--- config.mk ---
export PLATFORM = sky130hd
export DESIGN_NAME = input_debouncer
export DESIGN_NICKNAME = d
export VERILOG_FILES = /design/src/rtl/input_debouncer.sv
export SDC_FILE = /design/constraint.sdc
export NUM_CORES = 1
export LEC_CHECK = 0
export CAP_MARGIN = 10
export CORE_AREA = 2 2 39 41
export CTS_BUF_LIST = sky130_fd_sc_hd__clkbuf_4 sky130_fd_sc_hd__clkbuf_8
export CTS_CLUSTER_DIAMETER = 40
export CTS_CLUSTER_SIZE = 40
export DETAILED_ROUTE_END_ITERATION = 10
export DIE_AREA = 0 0 41 43
export SYNTH_ARGS = -nofsm -noshare
export SYNTH_HDL_FRONTEND = slang
export SYNTH_SLANG_ARGS = --single-unit
export TNS_END_PERCENT = 1
--- constraint.sdc ---
create_clock -name clk -period 0.9 [get_ports clk]
set_input_delay 0.135 -clock clk [delete_from_list [all_inputs] [get_ports clk]]
set_output_delay 0.135 -clock clk [all_outputs]
set_load 0.02 [all_outputs]
--- src/rtl/input_debouncer.sv ---
// W-channel switch/button debouncer: per-channel synchroniser followed by a
// tick-sampled stability counter, with registered level and rise/fall strobes.
module input_debouncer #(
   parameter int unsigned W           = 1,
   parameter int unsigned STABLE      = 4,
   parameter int unsigned SYNC_STAGES = 2,
   parameter logic        RST_VAL     = 1'b0
) (
   input  logic         clk,
   input  logic         rst,
   input  logic         tick,
   input  logic [W-1:0] raw,
   output logic [W-1:0] state,
   output logic [W-1:0] rise,
   output logic [W-1:0] fall
);

   localparam int unsigned   CW       = $clog2(STABLE + 1);
   localparam logic [CW-1:0] CNT_ZERO = {CW{1'b0}};
   localparam logic [CW-1:0] CNT_ONE  = CW'(1);
   localparam logic [CW-1:0] CNT_LAST = CW'(STABLE - 1);

   typedef enum logic {
      IDLE = 1'b0,
      PEND = 1'b1
   } fsm_t;

   genvar k;
   generate
      for (k = 0; k < W; k++) begin : g_ch
         logic [SYNC_STAGES-1:0] sync_r;
         logic                   s_s;
         fsm_t                   fsm_r;
         fsm_t                   fsm_nx_s;
         logic [CW-1:0]          cnt_r;
         logic [CW-1:0]          cnt_nx_s;
         logic                   state_r;
         logic                   state_nx_s;
         logic                   rise_r;
         logic                   rise_nx_s;
         logic                   fall_r;
         logic                   fall_nx_s;

         // synchroniser shift chain, clocked every cycle regardless of tick
         always_ff @(posedge clk) begin
            if (rst) begin
               sync_r <= {SYNC_STAGES{RST_VAL}};
            end else begin
               sync_r <= {sync_r[SYNC_STAGES-2:0], raw[k]};
            end
         end

         assign s_s = sync_r[SYNC_STAGES-1];

         // next-state logic; only a tick may advance the counter or the level
         always_comb begin
            fsm_nx_s   = fsm_r;
            cnt_nx_s   = cnt_r;
            state_nx_s = state_r;
            rise_nx_s  = 1'b0;
            fall_nx_s  = 1'b0;
            if (tick) begin
               case (fsm_r)
                  IDLE: begin
                     if (s_s != state_r) begin
                        if (cnt_r == CNT_LAST) begin
                           // STABLE=1: accept on the first disagreeing tick
                           state_nx_s = s_s;
                           rise_nx_s  = s_s;
                           fall_nx_s  = ~s_s;
                           cnt_nx_s   = CNT_ZERO;
                           fsm_nx_s   = IDLE;
                        end else begin
                           cnt_nx_s = cnt_r + CNT_ONE;
                           fsm_nx_s = PEND;
                        end
                     end else begin
                        cnt_nx_s = CNT_ZERO;
                        fsm_nx_s = IDLE;
                     end
                  end
                  PEND: begin
                     if (s_s == state_r) begin
                        cnt_nx_s = CNT_ZERO;
                        fsm_nx_s = IDLE;
                     end else if (cnt_r == CNT_LAST) begin
                        state_nx_s = s_s;
                        rise_nx_s  = s_s;
                        fall_nx_s  = ~s_s;
                        cnt_nx_s   = CNT_ZERO;
                        fsm_nx_s   = IDLE;
                     end else begin
                        cnt_nx_s = cnt_r + CNT_ONE;
                        fsm_nx_s = PEND;
                     end
                  end
                  default: begin
                     cnt_nx_s = CNT_ZERO;
                     fsm_nx_s = IDLE;
                  end
               endcase
            end else begin
               rise_nx_s = 1'b0;
               fall_nx_s = 1'b0;
            end
         end

         // channel FSM, counter, debounced level and strobe registers
         always_ff @(posedge clk) begin
            if (rst) begin
               fsm_r   <= IDLE;
               cnt_r   <= CNT_ZERO;
               state_r <= RST_VAL;
               rise_r  <= 1'b0;
               fall_r  <= 1'b0;
            end else begin
               fsm_r   <= fsm_nx_s;
               cnt_r   <= cnt_nx_s;
               state_r <= state_nx_s;
               rise_r  <= rise_nx_s;
               fall_r  <= fall_nx_s;
            end
         end

         assign state[k] = state_r;
         assign rise[k]  = rise_r;
         assign fall[k]  = fall_r;
      end
   endgenerate

endmodule

# == After elaboration in Yosys (flattened, before gate mapping) ==
# Cells that the tools add are included.
# word_totals
ff_bits,9
inputBits,4
output_inout_bits,3
wordCells,37
# op_classes
n_addsub,1
n_eq_ne,5
muxes,20
bitwise_logic,3
reduce_logical,2
# ops
cell,count
$mux 1,12
$mux 3,3
$pmux 1 s2,4
$pmux 3 s2,1
$ne 2x2->1 const B,2
$add 3x1->3 const B,1
$eq 3x2->1 const B,1
$not 1->1,3
$reduce_and 3->1,1
$reduce_or 2->1,1
$eq 1x1->1,1
$ne 1x1->1,1

# == Logic depth before layout (Yosys ltp) ==
# Gate-level depths: netlist (run 1).
# depth
ltp_word,4
mapped_depth,4
depth_no_buf,4

# == Worst setup path before layout (run 1) ==
# OpenSTA, ideal clock, no wires.
# synth_timing
kind,reg-to-reg
from,register g_ch[0].cnt_r[0]
to,"register g_ch[0].state_r, in the netlist state"
setup_ns,0.124
t_arrival_ns,0.858
required_time_ns,0.776
slack_ns,-0.082
stages_incl_launch_ff,5
n_path_buf,0
synth_period_minus_slack_ns,0.982
path_cell_list,dfxtp_1 > ha_1 > nand3b_1 > mux2i_1 > nor2_1
# synth_between
elab_chain_cells,4
elab_cells_between_ends,5
classes_between,1 x eq/ne; 4 x mux
# synth_rtl
item,line,text
start: declaration,35,logic [CW-1:0] cnt_r;
start signal: assignment,118,cnt_r <= cnt_nx_s;
$eq 3x2->1 *,"66, 86",
$mux 1 *,--,
"$mux 1, on equally long branches",--,
$pmux 1 s2 *,--,
end signal: assignment,119,state_r <= state_nx_s;
end: declaration,37,logic state_r;
# Mark *: on every way between the ends. The rest lies on a longest branch, timed or not. The select of a mux whose other input is x is not followed.
# A chain may end at the register's enable or synchronous reset.

# == Worst setup path after layout (run 1) ==
# Same ends and word-level chain as after synthesis.

==> flow_metrics.tcl, run 1 <==
set metrics [dict create \
    drc_errors 0 \
    cts_root_buffer "clkbuf_4" \
    synth_area_um2 304 \
    yosys-top-cells-area "dfxtp_1 53%, nand2b_1 10%, nor4b_1 5.8%" \
    grt-ovfl-total 0 \
    multi_input_area_um2 176 \
    htreeDepth 1 \
    r2r_start "g_ch[0].cnt_r[0]$_SDFFE_PP0P_" \
    holdBufCountCts 0 \
    firstDrtPassIters 4 \
    async_flop_share 0 \
    ant_nets 0 \
    num_io_pins 7 \
    r2r_setup_slack_ps -150 \
    setup_viol_count_final 6 \
    viasPerCell 4.38 \
    fin_crit_ps 1050 \
    n_antenna_cell 0 \
    end_kind "flop" \
    fin_crit_sh 1.16 \
    drv_slew 0 \
    synth_cell_types 13 \
    die_w_um 41 \
    fin_area_um2 477 \
    placed_cells 55 \
    area.growth.synth_to_final_pct 56.8 \
    ys_ff_latch 8 \
    clkTransAtPathRegs_ps 50 \
    yosysSeqAreaShare 0.527 \
    power_density_mw_per_mm2 1420 \
    r2r-end "state$_SDFFE_PP0P_" \
    tightestPinTransition_ps 270 \
    yosysMostFrequentCell "dfxtp_1" \
    cts_setup_buffers 0 \
    hold_violations 0 \
    max-slew-margin-rel 0.819 \
    yosysTopAreaCell "dfxtp_1" \
    dp_hpwl_um 386 \
    ys_warn_count 0 \
    tritoncts "yes" \
    rsz0062_at_grt "yes" \
    dieArea_mm2 0.00176 \
    antenna_found_initial 0 \
    portBuffers 6 \
    synth_cells 28 \
    grt_usage 0.0816 \
    rows 14 \
    dr.first_iter.drc_count 3 \
    gp_congestion 0.781 \
    synth_common_cells "8 x dfxtp_1, 5 x nand2b_1, 3 x a21oi_1" \
    core_area_mm2 0.00138 \
    peakVddDrop_uv 1030 \
    setup_ws_ps -146 \
    synth_edf_count 0 \
    grt_pass1_wl_um 862 \
    ctsLongestPathBuffers 2 \
    synth_area_per_cell_um2 10.9 \
    final-instance-count-excl-fill 58 \
    dr_total_vias 254 \
    violations "setup timing" \
    wire_per_inst_um 10.6 \
    die_h_um 43 \
    hold_path_class "in2reg" \
    path_max_fanout 3 \
    drive_above_1_share 0.452 \
    pre_cts_ws_ps -250 \
    max_freq_ghz 0.956 \
    drv_cap 0 \
    postRouteWirelength_um 615 \
    nNetsFinal 49 \
    cts_made_buffers 3 \
    place_area_um2 429 \
    synth_ff_type "dfxtp_1" \
    status "finished, violations left" \
    grt_pass1_vias 226 \
    worst_r2r_path_depth 4 \
    cp-start-kind "flop" \
    startpoint "g_ch[0].cnt_r[0]$_SDFFE_PP0P_" \
    fin_skew_ps 3.97 \
    fill_cells 146 \
    p_leak_nw 0.188 \
    clk_latency_ps 250 \
    synth_top_area_share 0.527 \
    critPathRequiredTime_ps 1040 \
    tns_ps -407 \
    cp.arrival_ps 1180 \
    start_util 0.220 \
    path_class "reg2reg" \
    total_power_w 0.000679 \
    synth_nets 33 \
    endpoint "state$_SDFFE_PP0P_" \
    regArea_um2 164 \
    grt_max_degree 8 \
    clock-sinks 8 \
]
registers in the layout, indices dropped and copies added (netlist names):
| register | flops |
|---|---|
| rise | 1 |
| g_ch.sync_r | 2 |
| state | 1 |
| g_ch.cnt_r | 3 |
| fall | 1 |
power breakdown:
group | switching, W | leakage, nW | internal [W]
sequential | 0.00000426 | 0.0664 | 0.000360
clock | 0.000117 | 0.0138 | 0.000152
combinational | 0.0000165 | 0.107 | 0.0000292
total | 0.000138 | 0.188 | 0.000542
area by class of cell:
| type | instances | area share |
|---|---|---|
| Tap cell | 16 | 0.0420 |
| Clock buffer | 3 | 0.0472 |
| Multi-Input combinational cell | 19 | 0.370 |
| Sequential cell | 8 | 0.344 |
| Timing Repair Buffer | 12 | 0.197 |
worst min-delay path by stage:
| stage | from | end | slack, ps | cells after the start |
|---|---|---|---|---|
| after CTS | raw | g_ch[0].sync_r[0]$_SDFF_PP0_ | 430 | 2 |
| after floorplan | tick | g_ch[0].cnt_r[2]$_SDFFE_PP0P_ | 220 | 1 |
| after global placement | g_ch[0].sync_r[0]$_SDFF_PP0_ | g_ch[0].sync_r[1]$_SDFF_PP0_ | 420 | 1 |
| after detailed placement | g_ch[0].sync_r[0]$_SDFF_PP0_ | g_ch[0].sync_r[1]$_SDFF_PP0_ | 420 | 1 |
| final | raw | g_ch[0].sync_r[0]$_SDFF_PP0_ | 430 | 2 |
| after global routing | raw | g_ch[0].sync_r[0]$_SDFF_PP0_ | 450 | 2 |
timing repair:
action,4_1_cts,5_1_grt
endpoints found under the hold margin,0,0
gates resized for setup,15,4
setup endpoints to repair,9,6
cloned,0,0
pin swaps,3,0
layer usage:
layer	vias to the layer above	track usage	wire length [um]
met1	117	0.0747	234
met4	0	0.0800	19
met5	-	0	0
met2	9	0.106	299
li1	123	-	-
met3	5	0.0628	61
cell families (layout without fill, tap and decap cells):
family,after synthesis,count (layout),synth area share
buffers and inverters,1,15,0.0123
adder cells (fa/ha/maj),1,1,0.0411
XOR/XNOR,1,1,0.0535
AO/OA/AOI/OAI,3,3,0.0494
multiplexers,1,1,0.0329
flip-flops,8,8,0.527
AND/OR/NAND/NOR,13,13,0.284
placed cells by master, fill, tap and decap left out, types with 2 or more instances in the layout:
cell type | netlist | routed
nand2b_1 | 5 | 5
nor4b_2 | 0 | 2
clkbuf_4 | 0 | 3
dfxtp_2 | 0 | 3
dfxtp_1 | 8 | 5
buf_2 | 0 | 3
clkdlybuf4s50_1 | 0 | 3
nor2b_1 | 2 | 2
buf_4 | 0 | 5
a21oi_1 | 3 | 3
critical path, cell delays in order (launching register included):
cell	delay, ps
dfxtp_2	330
ha_4	160
nand3b_1	170
mux2i_1	220
nor2_1	50
stage by stage:
stage,hold WS (ps),util
after floorplan,223,-
after global placement,424,0.310
after detailed placement,423,0.310
after CTS,426,0.327
after global routing,445,0.344
final,432,0.344
Note: power is estimated with default switching activity, not from simulation.
==> run 2: changes to the inputs <==
--- a/config.mk
+++ b/config.mk
@@ -11,5 +11,5 @@
 export CTS_CLUSTER_DIAMETER = 40
-export CTS_CLUSTER_SIZE = 40
 export DETAILED_ROUTE_END_ITERATION = 10
 export DIE_AREA = 0 0 41 43
+export GPL_ROUTABILITY_DRIVEN = 0
 export SYNTH_ARGS = -nofsm -noshare
--- a/constraint.sdc
+++ b/constraint.sdc
@@ -3,2 +3,2 @@
 set_output_delay 0.135 -clock clk [all_outputs]
-set_load 0.02 [all_outputs]
+set_load 0.1 [all_outputs]
==> flow_metrics.tcl, run 2 (synthesized netlist as in run 1, its figures left out) <==
set metrics [dict create \
    hold_path_class "in2reg" \
    p_switching_w 0.000155 \
    largestRegisters "g_ch.cnt_r x3, g_ch.sync_r x2" \
    die_w_um 41 \
    startpoint "g_ch[0].cnt_r[0]$_SDFFE_PP0P_" \
    cts_made_buffers 3 \
    crit_buf_inv 0 \
    drc_errors 0 \
    tightestPinTransition_ps 232 \
    peakVddDrop_uv 682 \
    power_frac_seq 0.487 \
    num_io_pins 7 \
    path_cells "ha_4 -> nand3b_1 -> mux2i_1 -> nor2_1" \
    power_density_mw_per_mm2 1410 \
    postRouteWirelength_um 565 \
    r2r-end "state$_SDFFE_PP0P_" \
    fin_skew_ps 8.32 \
    drive_above_1_share 0.524 \
    fin_crit_ps 1030 \
    layout_common_cells "5 x nand2b_1, 5 x buf_4, 4 x clkbuf_4, 4 x dfxtp_2" \
    endpoint "state$_SDFFE_PP0P_" \
    setup_ws_ps -134 \
    dieArea_mm2 0.00176 \
    largest_register "g_ch.cnt_r" \
    worst_r2r_path_depth 4 \
    nNetsFinal 48 \
    clk_latency_ps 260 \
    tritoncts "yes" \
    end_kind "flop" \
    cp-start-kind "flop" \
    ctsLongestPathBuffers 2 \
    path_class "reg2reg" \
    dr_total_vias 252 \
    dp_hpwl_um 391 \
    wire_per_inst_um 9.74 \
    r2r_start "g_ch[0].cnt_r[0]$_SDFFE_PP0P_" \
    p_sw_frac 0.209 \
    clock-sinks 8 \
    cp.depth 4 \
    viasPerCell 4.34 \
    portBuffers 6 \
    ant_nets 0 \
    drv_cap 0 \
    status "finished, violations left" \
    grt_pass1_vias 245 \
    drv_slew 0 \
    cts_root_buffer "clkbuf_4" \
    die_h_um 43 \
    grt_max_degree 7 \
    dr.first_iter.drc_count 1 \
    clkPwrFrac 0.451 \
    cpLargestDelayFamily "flip-flops" \
    hold_violations 0 \
    p_comb_frac 0.062 \
    n_antenna_cell 0 \
    max_freq_ghz 0.967 \
    cp.arrival_ps 1180 \
    rows 14 \
    max_stage_delay_ps 330 \
    critPathRequiredTime_ps 1050 \
    cp_slowest_cell "dfxtp_2" \
    htreeDepth 1 \
    path_max_fanout 3 \
    start_util 0.220 \
    placed_cells 53 \
    grt-ovfl-total 0 \
    p_leak_nw 0.195 \
    r2r_setup_slack_ps -130 \
    grt_pass1_wl_um 1040 \
    largest_reg_flops 3 \
    fin_crit_sh 1.15 \
    rsz0062_at_grt "yes" \
    antenna_found_initial 0 \
    area.growth.synth_to_final_pct 73.3 \
    clkTransAtPathRegs_ps 60 \
    grt_usage 0.0916 \
    firstDrtPassIters 2 \
    final-instance-count-excl-fill 58 \
    core_area_mm2 0.00138 \
    timing.hold.ws_ps 435 \
    max-slew-margin-rel 0.845 \
    setup_viol_count_final 6 \
    p_int_w 0.000586 \
    utilization 0.381 \
    violations "setup timing" \
]
==> run 2: worst min-delay path by stage <==
stage | startpoint | slack [ps] | cells after the start | end
after global placement | g_ch[0].sync_r[0]$_SDFF_PP0_ | 420 | 1 | g_ch[0].sync_r[1]$_SDFF_PP0_
after CTS | raw | 430 | 2 | g_ch[0].sync_r[0]$_SDFF_PP0_
after floorplan | tick | 220 | 1 | g_ch[0].cnt_r[2]$_SDFFE_PP0P_
final | raw | 440 | 2 | g_ch[0].sync_r[0]$_SDFF_PP0_
after global routing | raw | 450 | 2 | g_ch[0].sync_r[0]$_SDFF_PP0_
after detailed placement | g_ch[0].sync_r[0]$_SDFF_PP0_ | 430 | 1 | g_ch[0].sync_r[1]$_SDFF_PP0_
==> run 2: repair_timing <==
action	CTS	global route
gates cloned	0	0
setup endpoints to repair	9	9
buffers inserted	1	0
resized for setup	8	2
pin swaps	2	3
hold buffers	0	0
==> run 2: metrics by stage <==
step | instance area, um^2 | worst slack (ps) | TNS, ps | power (W)
global placement | 445 | -197 | -1130 | 0.000408
CTS | 513 | -133 | -364 | 0.000751
floorplan | 309 | -144 | -567 | 0.000382
global route | 527 | -203 | -707 | 0.000785
finish | 527 | -134 | -358 | 0.000741
detailed placement | 445 | -227 | -1300 | 0.000410
==> run 2: layout make-up <==
class                      count  area [um^2]
fill                         143          857
multi-input combinational     19          176
sequential                     8          173
timing repair buffer          11          128
clock buffer                   4         30.0
tap                           16         20.0
==> run 2: power groups by stage <==
stage                     sequential (W)  combinational (W)  clock [W]
after floorplan                 0.000367          0.0000146          0
after global placement          0.000368          0.0000406          0
after detailed placement        0.000368          0.0000417          0
after CTS                       0.000361          0.0000450   0.000345
after global routing            0.000361          0.0000504   0.000373
final                           0.000361          0.0000460   0.000334
==> run 2: per-layer routing <==
metal	up-vias	global-route usage	wire (um)
li1	123	-	-
met5	-	0	0
met1	120	0.104	225
met3	0	0.0628	44
met4	0	0.0600	0
met2	9	0.119	295
==> run 2: worst reg2reg max path: stages (launching register included) <==
cell      delay [ps]
dfxtp_2          330
ha_4             160
nand3b_1         170
mux2i_1          210
nor2_1            50
